**config.mk**
```make
export PLATFORM = sky130hd
export DESIGN_NAME = fp32_norm_shift_flat
export DESIGN_NICKNAME = d
export VERILOG_FILES = /design/src/rtl/fp32_pkg.sv /design/src/rtl/fp32_norm_shift_if.sv /design/src/rtl/fp32_lzd_24b.sv /design/src/rtl/fp32_norm_shift.sv /design/src/flat_wrapper.sv
export SDC_FILE = /design/constraint.sdc
export NUM_CORES = 1
export LEC_CHECK = 0
export ABC_AREA = 1
export BUFFER_PORTS_ARGS = -buffer_cell sky130_fd_sc_hd__buf_2
export CORE_MARGIN = 1
export CORE_UTILIZATION = 63
export CTS_CLUSTER_SIZE = 14
export DETAILED_ROUTE_END_ITERATION = 8
export PLACE_DENSITY = 0.86
export SETUP_SLACK_MARGIN = 0.3
export SLEW_MARGIN = 30
export SYNTH_ARGS = -nofsm -noshare
export SYNTH_HDL_FRONTEND = slang
export SYNTH_HIERARCHICAL = 1
export SYNTH_SLANG_ARGS = --single-unit
```
**constraint.sdc**
```tcl
create_clock -name i_clk -period 7.05 [get_ports i_clk]
set_clock_uncertainty 0.15 [all_clocks]
set_input_delay 0.3525 -clock i_clk [delete_from_list [all_inputs] [get_ports i_clk]]
set_output_delay 0.3525 -clock i_clk [all_outputs]
set_load 0.02 [all_outputs]
```
**src/rtl/fp32_pkg.sv**
```systemverilog
// Shared FP32 field widths, result records and normalization case encoding.
package fp32_pkg;

   localparam int unsigned EXP_W  = 8;
   localparam int unsigned FRAC_W = 23;
   localparam int unsigned MANT_W = 25;
   localparam int unsigned LZ_W   = 5;
   localparam logic [EXP_W-1:0] EXP_MAX = 8'hFF;

   typedef struct packed {
      logic              sign;
      logic [EXP_W-1:0]  exp;
      logic [FRAC_W-1:0] frac;
   } fp32_t;

   typedef struct packed {
      logic zero;
      logic underflow;
      logic overflow;
   } fp32_flags_t;

   // Operand as captured in S1, together with its leading-zero count.
   typedef struct packed {
      logic              sign;
      logic [EXP_W-1:0]  exp;
      logic [MANT_W-1:0] mant;
      logic [LZ_W-1:0]   lz;
      logic              nz;
   } s1_op_t;

   typedef enum logic [2:0] {
      NC_NORMAL,
      NC_CARRY,
      NC_OVERFLOW,
      NC_ZERO,
      NC_SUBNORM
   } norm_case_e;

endpackage

```
**src/rtl/fp32_norm_shift_if.sv**
```systemverilog
// Operand/result handshake bundle for the FP32 normalization shifter.
interface fp32_norm_shift_if;
   import fp32_pkg::*;

   logic              i_valid;
   logic              o_ready;
   logic              i_sign;
   logic [EXP_W-1:0]  i_exp;
   logic [MANT_W-1:0] i_mant;
   logic              o_valid;
   logic              i_ready;
   logic              o_sign;
   logic [EXP_W-1:0]  o_exp;
   logic [FRAC_W-1:0] o_frac;
   logic              o_zero;
   logic              o_underflow;
   logic              o_overflow;

   modport master (
      output i_valid, i_sign, i_exp, i_mant, i_ready,
      input  o_ready, o_valid, o_sign, o_exp, o_frac, o_zero, o_underflow, o_overflow
   );

   modport slave (
      input  i_valid, i_sign, i_exp, i_mant, i_ready,
      output o_ready, o_valid, o_sign, o_exp, o_frac, o_zero, o_underflow, o_overflow
   );

endinterface

```
**src/rtl/fp32_lzd_24b.sv**
```systemverilog
// 24-bit leading-one detector: count of zeros above the highest set bit.
module fp32_lzd_24b
   import fp32_pkg::*;
(
   input  logic [23:0]     bits,
   output logic [LZ_W-1:0] count,
   output logic            found
);

   // Ascending scan: the last hit is the most significant one.
   always_comb begin
      count = 5'd24;
      found = 1'b0;
      for (int unsigned i = 0; i < 24; i++) begin
         if (bits[i]) begin
            count = 5'(23 - i);
            found = 1'b1;
         end
      end
   end

endmodule

```
**src/rtl/fp32_norm_shift.sv**
```systemverilog
// Two-stage FP32 normalizer: S1 captures operand + leading-zero count, S2 shifts and flags.
module fp32_norm_shift
   import fp32_pkg::*;
(
   input  logic              i_clk,
   input  logic              i_rst,
   fp32_norm_shift_if.slave  bus
);

   s1_op_t          s1_op;
   logic            s1_valid;
   logic            s2_valid;
   fp32_t           s2_res;
   fp32_flags_t     s2_flags;
   logic [LZ_W-1:0] lz_count;
   logic            lz_found;
   logic            s2_load;
   logic            s1_advance;
   logic            in_ready;

   fp32_lzd_24b u_lzd (
      .bits  (bus.i_mant[23:0]),
      .count (lz_count),
      .found (lz_found)
   );

   assign s2_load    = ~s2_valid | bus.i_ready;
   assign s1_advance = s1_valid & s2_load;
   assign in_ready   = ~s1_valid | s1_advance;

   always_ff @(posedge i_clk or posedge i_rst) begin
      if (i_rst) begin
         s1_valid <= 1'b0;
         s1_op    <= '0;
      end else if (in_ready) begin
         s1_valid <= bus.i_valid;
         if (bus.i_valid)
            s1_op <= '{sign: bus.i_sign, exp: bus.i_exp, mant: bus.i_mant,
                       lz: lz_count, nz: lz_found};
      end
   end

   norm_case_e        nc;
   logic [EXP_W:0]    exp_inc;
   logic [EXP_W:0]    exp_diff;
   logic [LZ_W-1:0]   shamt;
   logic [FRAC_W-1:0] shifted;
   fp32_t             res;
   fp32_flags_t       flags;

   // exp_diff is 9-bit so "exp > lz" is a sign/zero test with no wrap; exp=0 lands in
   // the subnormal branch with a zero shift.
   always_comb begin
      exp_inc  = {1'b0, s1_op.exp} + 9'd1;
      exp_diff = {1'b0, s1_op.exp} - {4'b0, s1_op.lz};
      if (s1_op.mant[24])
         nc = (exp_inc >= {1'b0, EXP_MAX}) ? NC_OVERFLOW : NC_CARRY;
      else if (!s1_op.nz)
         nc = NC_ZERO;
      else if (!exp_diff[8] && exp_diff != '0)
         nc = NC_NORMAL;
      else
         nc = NC_SUBNORM;

      shamt = '0;
      if (nc == NC_NORMAL)
         shamt = s1_op.lz;
      else if (nc == NC_SUBNORM && s1_op.exp != '0)
         shamt = s1_op.exp[4:0] - 5'd1;
      // Bit 23 never reaches the fraction, so shifting only [22:0] is equivalent.
      shifted = s1_op.mant[22:0] << shamt;

      res.sign = s1_op.sign;
      res.exp  = '0;
      res.frac = '0;
      flags    = '0;
      case (nc)
         NC_CARRY: begin
            res.exp  = exp_inc[7:0];
            res.frac = s1_op.mant[23:1];
         end
         NC_OVERFLOW: begin
            res.exp        = EXP_MAX;
            flags.overflow = 1'b1;
         end
         NC_ZERO:    flags.zero = 1'b1;
         NC_NORMAL: begin
            res.exp  = exp_diff[7:0];
            res.frac = shifted;
         end
         NC_SUBNORM: begin
            res.frac        = shifted;
            flags.underflow = 1'b1;
         end
         default: ;
      endcase
   end

   always_ff @(posedge i_clk or posedge i_rst) begin
      if (i_rst) begin
         s2_valid <= 1'b0;
         s2_res   <= '0;
         s2_flags <= '0;
      end else if (s2_load) begin
         s2_valid <= s1_valid;
         if (s1_valid) begin
            s2_res   <= res;
            s2_flags <= flags;
         end
      end
   end

   assign bus.o_ready     = in_ready;
   assign bus.o_valid     = s2_valid;
   assign bus.o_sign      = s2_res.sign;
   assign bus.o_exp       = s2_res.exp;
   assign bus.o_frac      = s2_res.frac;
   assign bus.o_zero      = s2_flags.zero;
   assign bus.o_underflow = s2_flags.underflow;
   assign bus.o_overflow  = s2_flags.overflow;

endmodule

```
**src/flat_wrapper.sv**
```systemverilog
// flat-port wrapper written by rule: the top's interface ports become plain ports
module fp32_norm_shift_flat import fp32_pkg::*;
  (i_clk, i_rst, bus_i_valid, bus_i_sign, bus_i_exp, bus_i_mant, bus_i_ready, bus_o_ready, bus_o_valid, bus_o_sign, bus_o_exp, bus_o_frac, bus_o_zero, bus_o_underflow, bus_o_overflow);
  fp32_norm_shift_if bus_i ();
  input  logic i_clk;
  input  logic i_rst;
  input wire logic [$bits(bus_i.i_valid)-1:0] bus_i_valid;
  input wire logic [$bits(bus_i.i_sign)-1:0] bus_i_sign;
  input wire logic [$bits(bus_i.i_exp)-1:0] bus_i_exp;
  input wire logic [$bits(bus_i.i_mant)-1:0] bus_i_mant;
  input wire logic [$bits(bus_i.i_ready)-1:0] bus_i_ready;
  output wire logic [$bits(bus_i.o_ready)-1:0] bus_o_ready;
  output wire logic [$bits(bus_i.o_valid)-1:0] bus_o_valid;
  output wire logic [$bits(bus_i.o_sign)-1:0] bus_o_sign;
  output wire logic [$bits(bus_i.o_exp)-1:0] bus_o_exp;
  output wire logic [$bits(bus_i.o_frac)-1:0] bus_o_frac;
  output wire logic [$bits(bus_i.o_zero)-1:0] bus_o_zero;
  output wire logic [$bits(bus_i.o_underflow)-1:0] bus_o_underflow;
  output wire logic [$bits(bus_i.o_overflow)-1:0] bus_o_overflow;
  assign bus_i.i_valid = bus_i_valid;
  assign bus_i.i_sign = bus_i_sign;
  assign bus_i.i_exp = bus_i_exp;
  assign bus_i.i_mant = bus_i_mant;
  assign bus_i.i_ready = bus_i_ready;
  assign bus_o_ready = bus_i.o_ready;
  assign bus_o_valid = bus_i.o_valid;
  assign bus_o_sign = bus_i.o_sign;
  assign bus_o_exp = bus_i.o_exp;
  assign bus_o_frac = bus_i.o_frac;
  assign bus_o_zero = bus_i.o_zero;
  assign bus_o_underflow = bus_i.o_underflow;
  assign bus_o_overflow = bus_i.o_overflow;
  fp32_norm_shift u_core (.i_clk(i_clk), .i_rst(i_rst), .bus(bus_i));
endmodule
```
### Yosys cells after proc, flatten, opt, wreduce, memory -nomap -nowiden

Cells that the tools add are included.
Widths: inputs -> output; s select.

| operators by class | value |
|---|---|
| muxes and demuxes | 59 |
| reductions and logical operators | 9 |
| order comparisons | 1 |
| bitwise gates (word level) | 5 |
| eq/ne operators | 4 |
| shift-type cells | 1 |
| $add $sub $neg | 3 |

Operator list:

| kind | count |
|---|---|
| $mux 5 | 25 |
| $pmux 23 s2 | 1 |
| $mux 1 | 27 |
| $pmux 8 s3 | 1 |
| $shl 23x5->23 | 1 |
| $add 8x1->9 const B | 1 |
| $ge 9x8->1 const B | 1 |
| $mux 3 | 3 |
| $reduce_bool 9->1 | 1 |
| $sub 8x5->9 | 1 |
| $reduce_bool 8->1 | 1 |
| $eq 3x2->1 const B | 2 |
| $sub 5x1->5 const B | 1 |
| $mux 4 | 1 |
| $reduce_and 2->1 | 2 |
| $eq 3x1->1 const B | 1 |
| $eq 3x3->1 const B | 1 |
| $logic_not 3->1 | 1 |
| $logic_and 1x1->1 | 2 |
| $mux 2 | 1 |
| $not 1->1 | 2 |
| $or 1x1->1 | 2 |
| $reduce_or 2->1 | 1 |
| $and 1x1->1 | 1 |
| $logic_not 1->1 | 1 |

| storage, ports and cells | value |
|---|---|
| input port bits | 38 |
| flip-flop bits (word level) | 77 |
| logic and storage cells | 95 |
| output and inout port bits | 37 |

### Longest topological paths before layout

| depth | value |
|---|---|
| word-level depth | 24 |
| gate-level depth with buffers | 27 |
| mapped depth without buffers | 27 |

### By module

The synthesis kept the hierarchy.

Modules (own cells, without submodules):

| module | cells an instance | area an instance (um^2) | instances | sequential area each (um^2) |
|---|---|---|---|---|
| fp32_norm_shift | 734 | 5208.7 | 1 | 1926.8 |
| fp32_lzd_24b | 78 | 327.8 | 1 | 0.0 |

### Worst setup path after synthesis

Ideal clock, no wire load.

| timing path | value |
|---|---|
| path type | reg2reg |
| from | register u_core/s1_op[31] in the netlist's numbering |
| to | register u_core.s2_res, in the netlist u_core/bus.o_frac[17] |
| period minus slack after synthesis | 3.016 ns |
| path buffers | 2 |
| cell stages (with the launch flop) | 26 |
| setup slack | 4.034 ns |
| required time | 6.784 ns |
| setup time | 0.116 ns |
| data arrival time | 2.749 ns |
| cell sequence | dfrtp_1 > inv_1 > ha_1 > fa_1 > inv_1 > nand2_1 > nand2_1 > nand3_2 > nand2_1 > nand3_1 > nor2_1 > nand2_2 > nand2_4 > nand4_4 > buf_6 > buf_8 > nand3_1 > nand3_1 > nand3_1 > nand3_1 > nand2_1 > nand2_1 > nand2_1 > nand2_1 > nand2_1 > nand2_1 |

| between the ends | value |
|---|---|
| longest elaborated chain between the ends | 12 |
| elaborated cells between the ends (all ways) | 21 |
| those cells by class | 3 x add/sub; 1 x order compare; 2 x eq/ne; 1 x shift; 7 x mux; 7 x reduce/logical |

Ends and longest elaborated chain:

| item | line | source |
|---|---|---|
| start, declared | fp32_norm_shift.sv:10 | `s1_op_t s1_op;` |
| start signal, assigned | fp32_norm_shift.sv:38 | `s1_op <= '{sign: bus.i_sign, exp: bus.i_exp, mant: bus.i_mant,` |
| parallel branches: the longest is 11 deep, another holds $add 8x1->9 | -- |  |
| $pmux 23 s2 * | fp32_norm_shift.sv:77 | `case (nc)` |
| end signal, assigned | fp32_norm_shift.sv:107 | `s2_res <= res;` |
| end, declared | fp32_norm_shift.sv:13 | `fp32_t s2_res;` |

Every way passes the cells marked *.
A chain may end at the register's enable or synchronous reset.

### Final worst setup path

| timing path | value |
|---|---|
| from | register u_core/s1_op[31] in the netlist's numbering |
| to | register u_core.s2_res, in the netlist u_core/bus.o_frac[21] |

Same word-level chain as after synthesis.

==> flow_summary.json <==
{
  "status": "complete, no violations",
  "vias": 5815,
  "relSlewSlack": 0.375,
  "use_met3": 0.0719,
  "hold_viol": 0,
  "synth-seq-cells": 77,
  "wirelength_mm": 15.8,
  "setup_ws_ns": 2.66,
  "holdWs_ns": 0.00137,
  "syn_area_um2": 5540,
  "drt_iter0_drc": 744,
  "grt_pass1_vias": 5280,
  "grt_start_max_net_pins": 78,
  "busiest_layer": "met2",
  "num-nets-final": 911,
  "hold_path.class": "input port to async pin",
  "synthFlopType": "dfrtp_1",
  "post-route-util": 0.721,
  "clkTransAtPathRegs_ns": 0.09,
  "ys_types": 46,
  "syn_inst": 812,
  "crit_family": "simple AND/OR/NAND/NOR gates",
  "drcViolationCount": 0,
  "num_rows": 33,
  "area_growth_pct": 8.66,
  "cp_num_buf_inv": 2,
  "period_minus_slack_ns": 4.39,
  "drt_pass1_iterations": 6,
  "reg2reg_slack_ns": 2.66,
  "cpMaxStageDelayCell": "nand2_2",
  "clk_path_buf_depth": 2,
  "cts_hold_buf": 0,
  "dp_hpwl_mm": 11.7,
  "yosys-top-cells-area": "dfrtp_1, nand2_1, nand3_1",
  "synth.largest_area_cell": "dfrtp_1",
  "rsz0062_at_grt": "false",
  "worstSetupEndpointType": "flop",
  "max_freq_ghz": 0.228,
  "place_congestion": 1.02,
  "dp_slack_ns": 2.82,
  "cp_common_cell": "nand2_1",
  "met2_usage": 0.555,
  "r2r-start": "u_core/s1_op[31]",
  "cp-start-kind": "flop",
  "synthArstFlopShare": 1.00,
  "dieWidth_um": 95.7,
  "layout_commonest_cell": "nand2_1",
  "post_drt_wl_per_cell_um": 16.2,
  "yosys_warnings": 6,
  "leakagePower_nw": 3.24,
  "setup_viol": 0,
  "power_density_nw_per_um2": 298,
  "insertion_delay_ns": 0.36,
  "finalSetupTns_ns": 0,
  "slowest_delay_ns": 0.65,
  "instances_no_fill": 973,
  "cts-root-buf": "clkbuf_8",
  "rr_worst_depth": 23,
  "die_area_um2": 9170,
  "io_pins": 75,
  "met1_usage": 0.531,
  "worstPathCellList": "inv_1 -> ha_1 -> fa_1 -> inv_1 -> nand2_1 -> nand2_1 -> nand3_2 -> nand2_1 -> nand3_1 -> nor2_1 -> nand2_2 -> nand2_4 -> nand4_4 -> nand2_2 -> nand2_1 -> nand3_1 -> nand3_1 -> nand3_1 -> nand3_1 -> nand2_1 -> nand2_1 -> nand2_1 -> nand2_1",
  "cap_viol_max_count": 0,
  "post-route-cell-area_um2": 6020,
  "cts_resized": 0,
  "final_cell_mix": "nand2_1, nand3_1, dfrtp_1",
  "tightest_slew_ns": 0.937,
  "grt_pass1_wl_mm": 25.7,
  "synth_top_area_frac": 0.348,
  "r2r_end": "u_core/bus.o_frac[21]",
  "port_buffers": 74,
  "cts_setup_buffers": 0,
  "tritoncts": "built",
  "worstSetupPathType": "flop to flop",
  "die_height_um": 95.7,
  "synth.avg_cell_area_um2": 6.82,
  "synth_edf_count": 0,
  "critPathRequiredTime_ns": 7.15,
  "start_util": 0.664,
  "cts.sink_count": 77,
  "cts_buffers": 9,
  "h-tree-depth": 3,
  "drv_slew": 0,
  "period_share": 0.623,
  "seq_area_frac_synth": 0.348,
  "via_per_inst": 5.98,
  "drive_above_1_share": 0.162,
  "core-area_um2": 8340,
  "grt_antenna_before_repair": 0,
  "p_total_mw": 1.79,
  "crit_fanout": 31,
  "grt_overflow": 0,
  "ant_nets": 0,
  "diodes": 0,
  "placed_area_um2": 5830,
  "ir_worst_vdd_mv": 0.135,
  "grt_use_total": 0.369,
  "synth_fp_nets": 860,
  "dp.cells": 957,
  "worstPathArrival_ns": 4.49
}
## layout make-up
| cell class | instances | area [um^2] |
|---|---|---|
| multi-input cells | 613 | 3050 |
| fillers | 721 | 2320 |
| flip-flops and latches | 77 | 1930 |
| repair buffers | 78 | 404 |
| inverters | 84 | 318 |
| clock buffers | 10 | 138 |
| well taps | 105 | 131 |
| clock inverters | 6 | 45.0 |
## worst register-to-register path, stage by stage, from the launching register on
cell and delay (ns):
dfrtp_1 0.39, inv_1 0.18, ha_1 0.28, fa_1 0.41
inv_1 0.09, nand2_1 0.05, nand2_1 0.08, nand3_2 0.10
nand2_1 0.13, nand3_1 0.09, nor2_1 0.13, nand2_2 0.11
nand2_4 0.11, nand4_4 0.41, nand2_2 0.66, nand2_1 0.17
nand3_1 0.16, nand3_1 0.11, nand3_1 0.18, nand3_1 0.11
nand2_1 0.08, nand2_1 0.05, nand2_1 0.05, nand2_1 0.06
## flip-flops by register name, indices dropped and copies added, names as in the netlist
signal,cells
u_core/res,1
u_core/bus.o_zero,1
u_core/bus.o_underflow,1
u_core/bus.o_frac,23
u_core/bus.o_sign,1
u_core/s1_valid,1
u_core/bus.o_overflow,1
u_core/s1_op,39
u_core/bus.o_valid,1
u_core/bus.o_exp,8
## cell families after synthesis
family	Yosys count	synth area share
muxes	8	0.0163
DFF	77	0.348
and+or+nand+nor	488	0.398
AOI/OAI and AO/OA	98	0.0988
xor gates and xnor gates	9	0.0142
buffers and inverters	122	0.101
adders and majority gates	10	0.0240
## worst max-delay path by stage
stage                     slack (ns)             start                     to  cells past startpoint
after floorplan                 4.03  u_core/s1_op[31]  u_core/bus.o_frac[17]                     25
after global placement          3.02  u_core/s1_op[31]  u_core/bus.o_frac[21]                     25
after detailed placement        2.82  u_core/s1_op[31]  u_core/bus.o_frac[21]                     25
after CTS                       2.78  u_core/s1_op[31]  u_core/bus.o_frac[21]                     25
after global routing            2.28  u_core/s1_op[31]  u_core/bus.o_frac[21]                     25
final                           2.66  u_core/s1_op[31]  u_core/bus.o_frac[21]                     23
## layer usage
| layer | part of all wire | up-vias |
|---|---|---|
| met4 | 0.024 | 0 |
| met3 | 0.11 | 54 |
| met2 | 0.42 | 353 |
| met1 | 0.44 | 2654 |
| met5 | 0 | - |
| li1 | - | 2754 |
## Yosys cell counts, types with 2 or more instances
cell type / instances
nand2_1: 249
nand3_1: 138
dfrtp_1: 77
inv_1: 74
nor2_1: 61
a21oi_1: 53
clkbuf_1: 15
o21ai_0: 12
ha_1: 9
inv_2: 9
o21ai_1: 9
mux2_2: 8
nand3_2: 8
buf_2: 7
buf_4: 7
buf_6: 7
xor2_1: 7
nand2_2: 5
nand2_4: 5
nand4_1: 5
o211ai_1: 5
o22ai_1: 5
nor3_1: 4
a31oi_1: 3
nor4_1: 3
a21o_1: 2
nand3b_1: 2
nor2_4: 2
o221ai_1: 2
o31ai_1: 2
xnor2_1: 2
## power by group
group	switching, mW	internal (mW)	leakage (nW)
logic	0.575	0.272	2.25
registers	0.0818	0.552	0.906
clock network	0.172	0.139	0.0853
total	0.829	0.964	3.24
Note: power is estimated with default switching activity, not from simulation.
